[config.mk]
export PLATFORM = sky130hd
export DESIGN_NAME = wiegand_rx
export DESIGN_NICKNAME = d
export VERILOG_FILES = /design/src/rtl/wiegand_rx.sv
export SDC_FILE = /design/constraint.sdc
export NUM_CORES = 1
export LEC_CHECK = 0
export ABC_AREA = 0
export CORE_MARGIN = 2
export CORE_UTILIZATION = 51
export DETAILED_ROUTE_END_ITERATION = 10
export PLACE_DENSITY_LB_ADDON = 0.3
export SLEW_MARGIN = 20
export SYNTH_ARGS = -nofsm -noshare
export SYNTH_HDL_FRONTEND = slang
export SYNTH_SLANG_ARGS = --single-unit
[constraint.sdc]
create_clock -name clk -period 3.95 [get_ports clk]
set_clock_uncertainty 0.15 [all_clocks]
set_input_delay 0.79 -clock clk [delete_from_list [all_inputs] [get_ports clk]]
set_output_delay 0.79 -clock clk [all_outputs]
set_load 0.01 [all_outputs]
[src/rtl/wiegand_rx.sv]
// wiegand_rx: 26-bit Wiegand receiver with pulse filtering, length check and ack/int host handshake.
// Define WIEGAND_RX_PARITY_EN to add the leading-even / trailing-odd parity check.
module wiegand_rx #(
  parameter int PULSE_MIN    = 10,
  parameter int PULSE_MAX    = 60,
  parameter int IDLE_TIMEOUT = 200,
  parameter int FRAME_BITS   = 26
) (
  input  logic        clk,
  input  logic        rst,
  input  logic [1:0]  i_wigend_in,
  input  logic        i_ack,
  output logic [25:0] o_data,
  output logic        o_int,
  output logic        o_err,
  output logic        o_overrun
);
  typedef enum logic [2:0] {S_IDLE, S_LOW0, S_LOW1, S_GAP, S_EVAL, S_FAULT} state_t;
  localparam logic [12:0] L_MIN  = 13'(PULSE_MIN);
  localparam logic [12:0] L_MAX  = 13'(PULSE_MAX);
  localparam logic [12:0] L_TO   = 13'(IDLE_TIMEOUT);
  // The two synchronizer cycles already belong to the idle window, so the
  // gap count ends early enough that int falls IDLE_TIMEOUT+3 after the raw rise.
  localparam logic [12:0] L_GAP_END = 13'(IDLE_TIMEOUT - 2);
  localparam logic [4:0]  L_BITS = 5'(FRAME_BITS);
  localparam logic [4:0]  L_SR   = 5'd26;
  state_t      r_state;
  logic [1:0]  r_sync1, r_sync2;
  logic [12:0] r_timer;
  logic [4:0]  r_cnt;
  logic [25:0] r_sr;
  logic        w_s0, w_s1, w_mine, w_other, w_width_ok, w_parity_ok;
  logic [12:0] w_timer_inc;
  logic [4:0]  w_cnt_inc;
  assign w_s0        = r_sync2[0];
  assign w_s1        = r_sync2[1];
  assign w_mine      = (r_state == S_LOW1) ? w_s1 : w_s0;
  assign w_other     = (r_state == S_LOW1) ? w_s0 : w_s1;
  assign w_width_ok  = (r_timer >= L_MIN) && (r_timer <= L_MAX);
  assign w_timer_inc = (&r_timer) ? r_timer : r_timer + 13'd1;
  assign w_cnt_inc   = (&r_cnt) ? r_cnt : r_cnt + 5'd1;
`ifdef WIEGAND_RX_PARITY_EN
  assign w_parity_ok = ~(^r_sr[12:0]) & (^r_sr[25:13]);
`else
  assign w_parity_ok = 1'b1;
`endif
  always_ff @(posedge clk or negedge rst) begin
    if (!rst) begin
      r_state   <= S_IDLE;
      r_sync1   <= 2'b11;
      r_sync2   <= 2'b11;
      r_timer   <= '0;
      r_cnt     <= '0;
      r_sr      <= '0;
      o_data    <= '0;
      o_int     <= 1'b1;
      o_err     <= 1'b0;
      o_overrun <= 1'b0;
    end else begin
      r_sync1 <= i_wigend_in;
      r_sync2 <= r_sync1;
      o_err   <= 1'b0;
      if (i_ack) begin
        o_int     <= 1'b1;
        o_overrun <= 1'b0;
      end
      case (r_state)
        S_IDLE, S_GAP: begin
          if (!w_s0 && !w_s1) begin
            r_state <= S_FAULT;
            r_timer <= '0;
            o_err   <= 1'b1;
          end else if (!w_s0) begin
            r_state <= S_LOW0;
            r_timer <= 13'd1;
          end else if (!w_s1) begin
            r_state <= S_LOW1;
            r_timer <= 13'd1;
          end else if (r_state == S_GAP) begin
            if (r_timer >= L_GAP_END) r_state <= S_EVAL;
            else r_timer <= w_timer_inc;
          end
        end
        S_LOW0, S_LOW1: begin
          if (!w_other || (w_mine && !w_width_ok)) begin
            r_state <= S_FAULT;
            r_timer <= '0;
            o_err   <= 1'b1;
          end else if (w_mine) begin
            if (r_cnt < L_SR) r_sr[r_cnt] <= (r_state == S_LOW1);
            r_cnt   <= w_cnt_inc;
            r_timer <= '0;
            r_state <= S_GAP;
          end else begin
            r_timer <= w_timer_inc;
          end
        end
        S_EVAL: begin
          if (r_cnt != L_BITS || !w_parity_ok) begin
            o_err <= 1'b1;
          end else if (o_int || i_ack) begin
            o_data <= r_sr;
            o_int  <= 1'b0;
          end else begin
            o_overrun <= 1'b1;
          end
          r_cnt   <= '0;
          r_sr    <= '0;
          r_timer <= '0;
          r_state <= S_IDLE;
        end
        S_FAULT: begin
          if (!w_s0 || !w_s1) begin
            r_timer <= '0;
          end else if (w_timer_inc >= L_TO) begin
            r_cnt   <= '0;
            r_sr    <= '0;
            r_timer <= '0;
            r_state <= S_IDLE;
          end else begin
            r_timer <= w_timer_inc;
          end
        end
        default: r_state <= S_IDLE;
      endcase
    end
  end
endmodule

==> flow_summary.ini, run 1 <==
[floorplanning]
core_area_um2 = 8720
fp.dieW_um = 98.6
die_y_um = 98.6
io_pins = 34
rows = 34
dieArea_um2 = 9730
start_util_pct = 52.4

[pwr]
p_per_area_nw_per_um2 = 314
sw_frac_of_total_pct = 23.9
pwr-share-seq_pct = 52.4
p_leak_nw = 2.16
power_frac_comb_pct = 2.5
ir_drop_mv = 0.181
p_clk_share_pct = 45.1
power_mw = 1.58
power.switching_uw = 378
internal_power_mw = 1.20

[sta]
rsz0062_at_grt = no
tns_ns = 0
worst_pin_slew_ns = 0.852
holdWs_ns = 0.213
setup-violations-final = 0
maxSlewHeadroom_pct = 43.2
period_share_pct = 86.4
drv_slew = 0
hold_viol_final = 0
fmax_mhz = 293
fin_crit_ns = 3.41

[finish]
fill_cells = 759
stdcell_count = 576
antenna_cells = 0
fin_nets = 478
drive_gt1_share_pct = 17.3
syn2layout_area_growth_pct = 10.2

[clock_network]
cts_buffers = 9
htreeDepth = 3
cts_resized = 0
hold_buffers = 0
clkSinkCount = 80
cts_tree = built
clockRootBuffer = clkbuf_8
clk_pin_slew_ns = 0.09
clkLatencyLatePin_ns = 0.36
cts_buffer_depth = 2
cts_setup_buffers = 0

[worst_setup_path]
critPathArrivalTime_ns = 3.49
path_delay_family = simple AND/OR/NAND/NOR gates
required_ns = 4.03
cp_slowest_cell = dfrtp_1
crit_path_start_kind = register
path_class = reg2reg
path_buf_inv = 2
worstPathCellList = ha_1 > inv_1 > or3_4 > and4b_1 > or3_4 > a221o_2 > buf_4 > o31ai_1 > o21ai_0
slowest_delay_ns = 0.55
crit_path_end_kind = register
path_max_fanout = 20
critPathMostFrequentCell = or3_4

[synth]
synthesis.nets = 464
synth_top_family_by_area = compound AO/OA/AOI/OAI gates
synthAdderAreaFrac_pct = 2.74
yosysSeqAreaShare_pct = 44.0
ys_top_cells_by_count = dfrtp_1 (75), a21oi_1 (35), o21ai_0 (31)
synth-seq-cells = 80
synth_compound_area_share_pct = 23.1
ys.flop_type = dfrtp_1
yosys.area_share.xor_xnor_pct = 0.575
yosysWarnings = 0
synth.area.mux_share_pct = 7.34
synth_edf_count = 0
synth_async_sr_flop_share_pct = 100
yosysMostFrequentCell = dfrtp_1
synthDominantCellAreaShare_pct = 41.1
synth_area_leader_cell = dfrtp_1
synth.area.top_cells = dfrtp_1 (41%), mux2_2 (6.9%), o31ai_1 (4.9%)
avgSynthCellArea_um2 = 10.2
yosys.area_share.simple_pct = 14.5
synthCells = 449
yosys.cell_types.count = 68
syn_area_um2 = 4570

[place]
hpwl_um = 6650
dp_cells = 560
gp_congestion = 0.908
port_buffers = 33

[grt]
grt.overflow.total = 0
antenna_found_initial = 0
grtUsageTotal_pct = 21.9
first_global_vias = 3490
grt_max_degree = 81
grt_pass1_wl_um = 17300

[routing]
drc = 0
vias_per_cell = 6.36
dr.first_iter.drc_count = 270
wirelength_um = 10200
via_count = 3664
antenna_left = 0
dr.pass1.iters = 5
routedWlPerCell_um = 17.7

[worst_hold_path]
worst_hold_path_type = reg2reg

[job]
drv_cap = 0

[outcome]
run_status = completed
-- registers in the layout, indices dropped and copies added, names as in the netlist --
register   flops
r_sync2        2
o_err          1
r_timer       13
o_int          1
r_sync1        2
o_overrun      1
o_data        26
r_sr          26
r_cnt          5
r_state        3
-- cell usage in the layout, fill, tap and decap left out, types with 3 or more instances in the layout --
cell type,instances
or3_1,5
a31o_2,5
nand2_1,25
nor2_1,22
mux2_2,28
dfrtp_1,75
inv_6,3
nor4_1,4
ha_1,10
nor2b_1,4
and3_1,4
nand4_1,12
clkdlybuf4s50_1,32
dfstp_2,5
a21oi_1,34
nand3_1,13
o21ai_0,31
a31oi_1,18
a21o_1,7
nor3_1,4
o31ai_1,30
nand2b_1,3
clkbuf_8,9
o21ai_1,4
inv_1,10
buf_4,9
and4_2,3
a22o_1,3
o41ai_1,3
-- layer usage --
layer / up-vias / part of all wire (%) / GRT usage (%)
li1: 1742 / - / -
met1: 1780 / 46 / 30.6
met2: 126 / 47 / 34.0
met3: 16 / 5.6 / 3.05
met4: 0 / 1.8 / 10.2
met5: - / 0 / 0
-- cell families after synthesis --
| logic type | count (synthesis) |
|---|---|
| adders and majority gates | 10 |
| DFF | 80 |
| and+or+nand+nor | 118 |
| buffers and inverters | 49 |
| AOI/OAI and AO/OA | 159 |
| xor gates and xnor gates | 3 |
| muxes | 30 |
-- path summary, 6_finish.rpt --
check                            from         end  slack (ns)  depth (start not counted)
max                        r_timer[1]     r_sr[8]        0.54                          9
min                        r_sync1[1]  r_sync2[1]        0.21                          0
max reg2reg                r_timer[1]     r_sr[8]        0.54                          9
min reg2reg                r_sync1[1]  r_sync2[1]        0.21                          0
max in group asynchronous         rst  r_timer[1]        2.85                          1
min in group asynchronous         rst   o_data[0]        0.32                          1
-- power by group through the flow --
| stage | Clock (mW) | Combinational (mW) | Sequential [mW] |
|---|---|---|---|
| 2_1_floorplan | 0 | 0.0190 | 0.841 |
| 3_3_place_gp | 0 | 0.0391 | 0.845 |
| 3_5_place_dp | 0 | 0.0400 | 0.845 |
| 4_1_cts | 0.729 | 0.0400 | 0.829 |
| 5_1_grt | 0.763 | 0.0449 | 0.830 |
| 6_report | 0.714 | 0.0391 | 0.829 |
-- metrics by stage --
stage               setup WS (ns)  utilization [%]  cell area [µm²]
floorplan                    1.04                -             4570
global placement            0.706             55.0             4800
detailed placement          0.641             55.0             4800
CTS                         0.563             57.7             5030
global route                0.360             57.7             5030
finish                      0.536             57.7             5030
-- area by class of cell --
type | count | area, µm² | area share [%]
Clock inverter | 7 | 111 | 2.21
Timing Repair Buffer | 42 | 399 | 7.93
Inverter | 10 | 37.5 | 0.746
Sequential cell | 80 | 2010 | 39.9
Clock buffer | 9 | 124 | 2.46
Multi-Input combinational cell | 320 | 2220 | 44.1
Tap cell | 108 | 135 | 2.68
No activity file was read; power rests on OpenSTA's default activity.
==> inputs of run 2 (changes only) <==
Settings changed: CORE_MARGIN 2 to 3.
==> run 2 against run 1 <==
Against the previous run: sequential cell count stayed put; worst setup slack better by 0.074 ns; cell count is 0.69% lower; sequential share of layout area is 0.34 points higher; highest routed layer unchanged.
==> flow_summary.ini, run 2 (same netlist as run 1, synthesis figures left out) <==
[worst_setup_path]
path_max_fanout = 16
crit_path_end_kind = register
cp_slowest_cell = dfrtp_1
critPathMostFrequentCell = or3_4
worstPathCellList = ha_1 > inv_1 > or3_4 > and4b_1 > or3_4 > a221o_2 > nor4_1 > mux2_2
reg2reg_depth = 8
timing.rr.start = r_timer[1]
reg2reg_slack_ns = 0.61
required_ns = 4.10
crit_path_start_kind = register
path_class = reg2reg
critPathArrivalTime_ns = 3.49
r2r_end = r_cnt[0]
slowest_delay_ns = 0.56

[routing]
vias_per_cell = 6.41
routedWlPerCell_um = 17.2
drc = 0
wirelength_um = 9860
antenna_left = 0
via_count = 3664
dr.first_iter.drc_count = 204
dr.pass1.iters = 5

[floorplanning]
core_area_um2 = 8460
dieArea_um2 = 10100
io_pins = 34
fp.dieW_um = 101
die_y_um = 101
start_util_pct = 54.0
rows = 33

[worst_hold_path]
worst_hold_path_type = reg2reg
whs_endpoint = r_sync2[0]
hp-start = r_sync1[0]
hold_depth = 0

[finish]
stdcell_count = 572
multiInputGateArea_um2 = 2220
drive_gt1_share_pct = 17.1
top_regs = o_data: 26 flops, r_sr: 26 flops, r_timer: 13 flops
seq_area_um2 = 2010
stdcell_area_um2 = 4990
fill_cells = 721
syn2layout_area_growth_pct = 9.32
final_cell_mix = dfrtp_1 (75), a21oi_1 (34), clkdlybuf4s50_1 (32), o21ai_0 (31), o31ai_1 (30)
mostFrequentLayoutCell = dfrtp_1
antenna_cells = 0
fin_nets = 477

[sta]
worst_pin_slew_ns = 0.973
holdWs_ns = 0.209
maxSlewHeadroom_pct = 35.2
period_share_pct = 84.5
setup-violations-final = 0
hold_viol_final = 0
rsz0062_at_grt = no
drv_slew = 0
tns_ns = 0
fmax_mhz = 299
fin_crit_ns = 3.34

[clock_network]
clkLatencyLatePin_ns = 0.36
cts_buffer_depth = 2
cts_tree = built
hold_buffers = 0
htreeDepth = 3
clkSinkCount = 80
cts_buffers = 9
cts_resized = 0
clockRootBuffer = clkbuf_8
clk_pin_slew_ns = 0.09
cts_setup_buffers = 0

[place]
placed_cell_area_um2 = 4780
gp_congestion = 0.861
dp_cells = 556
port_buffers = 33
hpwl_um = 6600

[grt]
grt_pass1_wl_um = 16700
grt_max_degree = 81
antenna_found_initial = 0
grtUsageTotal_pct = 20.5
grt.overflow.total = 0
first_global_vias = 3429

[job]
drv_cap = 0

[pwr]
ir_drop_mv = 0.202
p_per_area_nw_per_um2 = 301
p_leak_nw = 2.14

[outcome]
run_status = completed
## run 2: final cells by class
type	count	share of cell area, %
flip-flops and latches	80	40.2
clock buffers	9	2.48
clock inverters	7	1.68
inverters	10	0.752
multi-input cells	320	44.5
repair buffers	41	7.77
well taps	105	2.63
## run 2: per-layer routing
metal	routed length, µm	vias to the layer above	part of all wire, %	global-route usage (%)
met2	4940	131	50	33.2
li1	-	1728	-	-
met1	4130	1791	42	26.9
met4	141	0	1.4	7.98
met3	654	14	6.6	4.36
met5	0	-	0	0
## run 2: how the worst max path moves through the flow
stage / from / end / slack, ns / depth (start not counted)
2_1_floorplan: r_cnt[0] / o_data[0] / 1.04 / 7
3_3_place_gp: r_timer[1] / r_sr[10] / 0.76 / 9
3_5_place_dp: r_timer[1] / r_sr[3] / 0.66 / 9
4_1_cts: r_timer[1] / r_sr[3] / 0.64 / 9
5_1_grt: r_timer[1] / r_sr[8] / 0.43 / 9
6_report: r_timer[1] / r_cnt[0] / 0.61 / 8
## run 2: worst max-delay path: cells and delay by family, from the launching register on
family / cells / cell delay (ns)
AOI/OAI and AO/OA: 1 / 0.54
DFF: 1 / 0.56
adders and majority gates: 1 / 0.24
and+or+nand+nor: 4 / 1.48
buffers and inverters: 1 / 0.08
muxes: 1 / 0.24
## run 2: where the power goes
group	leakage (nW)	switching (mW)	internal [mW]	total, mW
clock	0.103	0.331	0.304	0.635
sequential	1.09	0.00592	0.823	0.829
combinational	0.951	0.0272	0.0115	0.0388
total	2.14	0.364	1.14	1.50
## run 2: metrics by stage
step                      setup slack, ns  util (%)  total power [mW]
after global routing                0.428      59.0              1.57
after CTS                           0.638      59.0              1.52
final                               0.611      59.0              1.50
after global placement              0.765      56.5             0.883
after detailed placement            0.658      56.5             0.884
after floorplan                      1.04         -             0.860
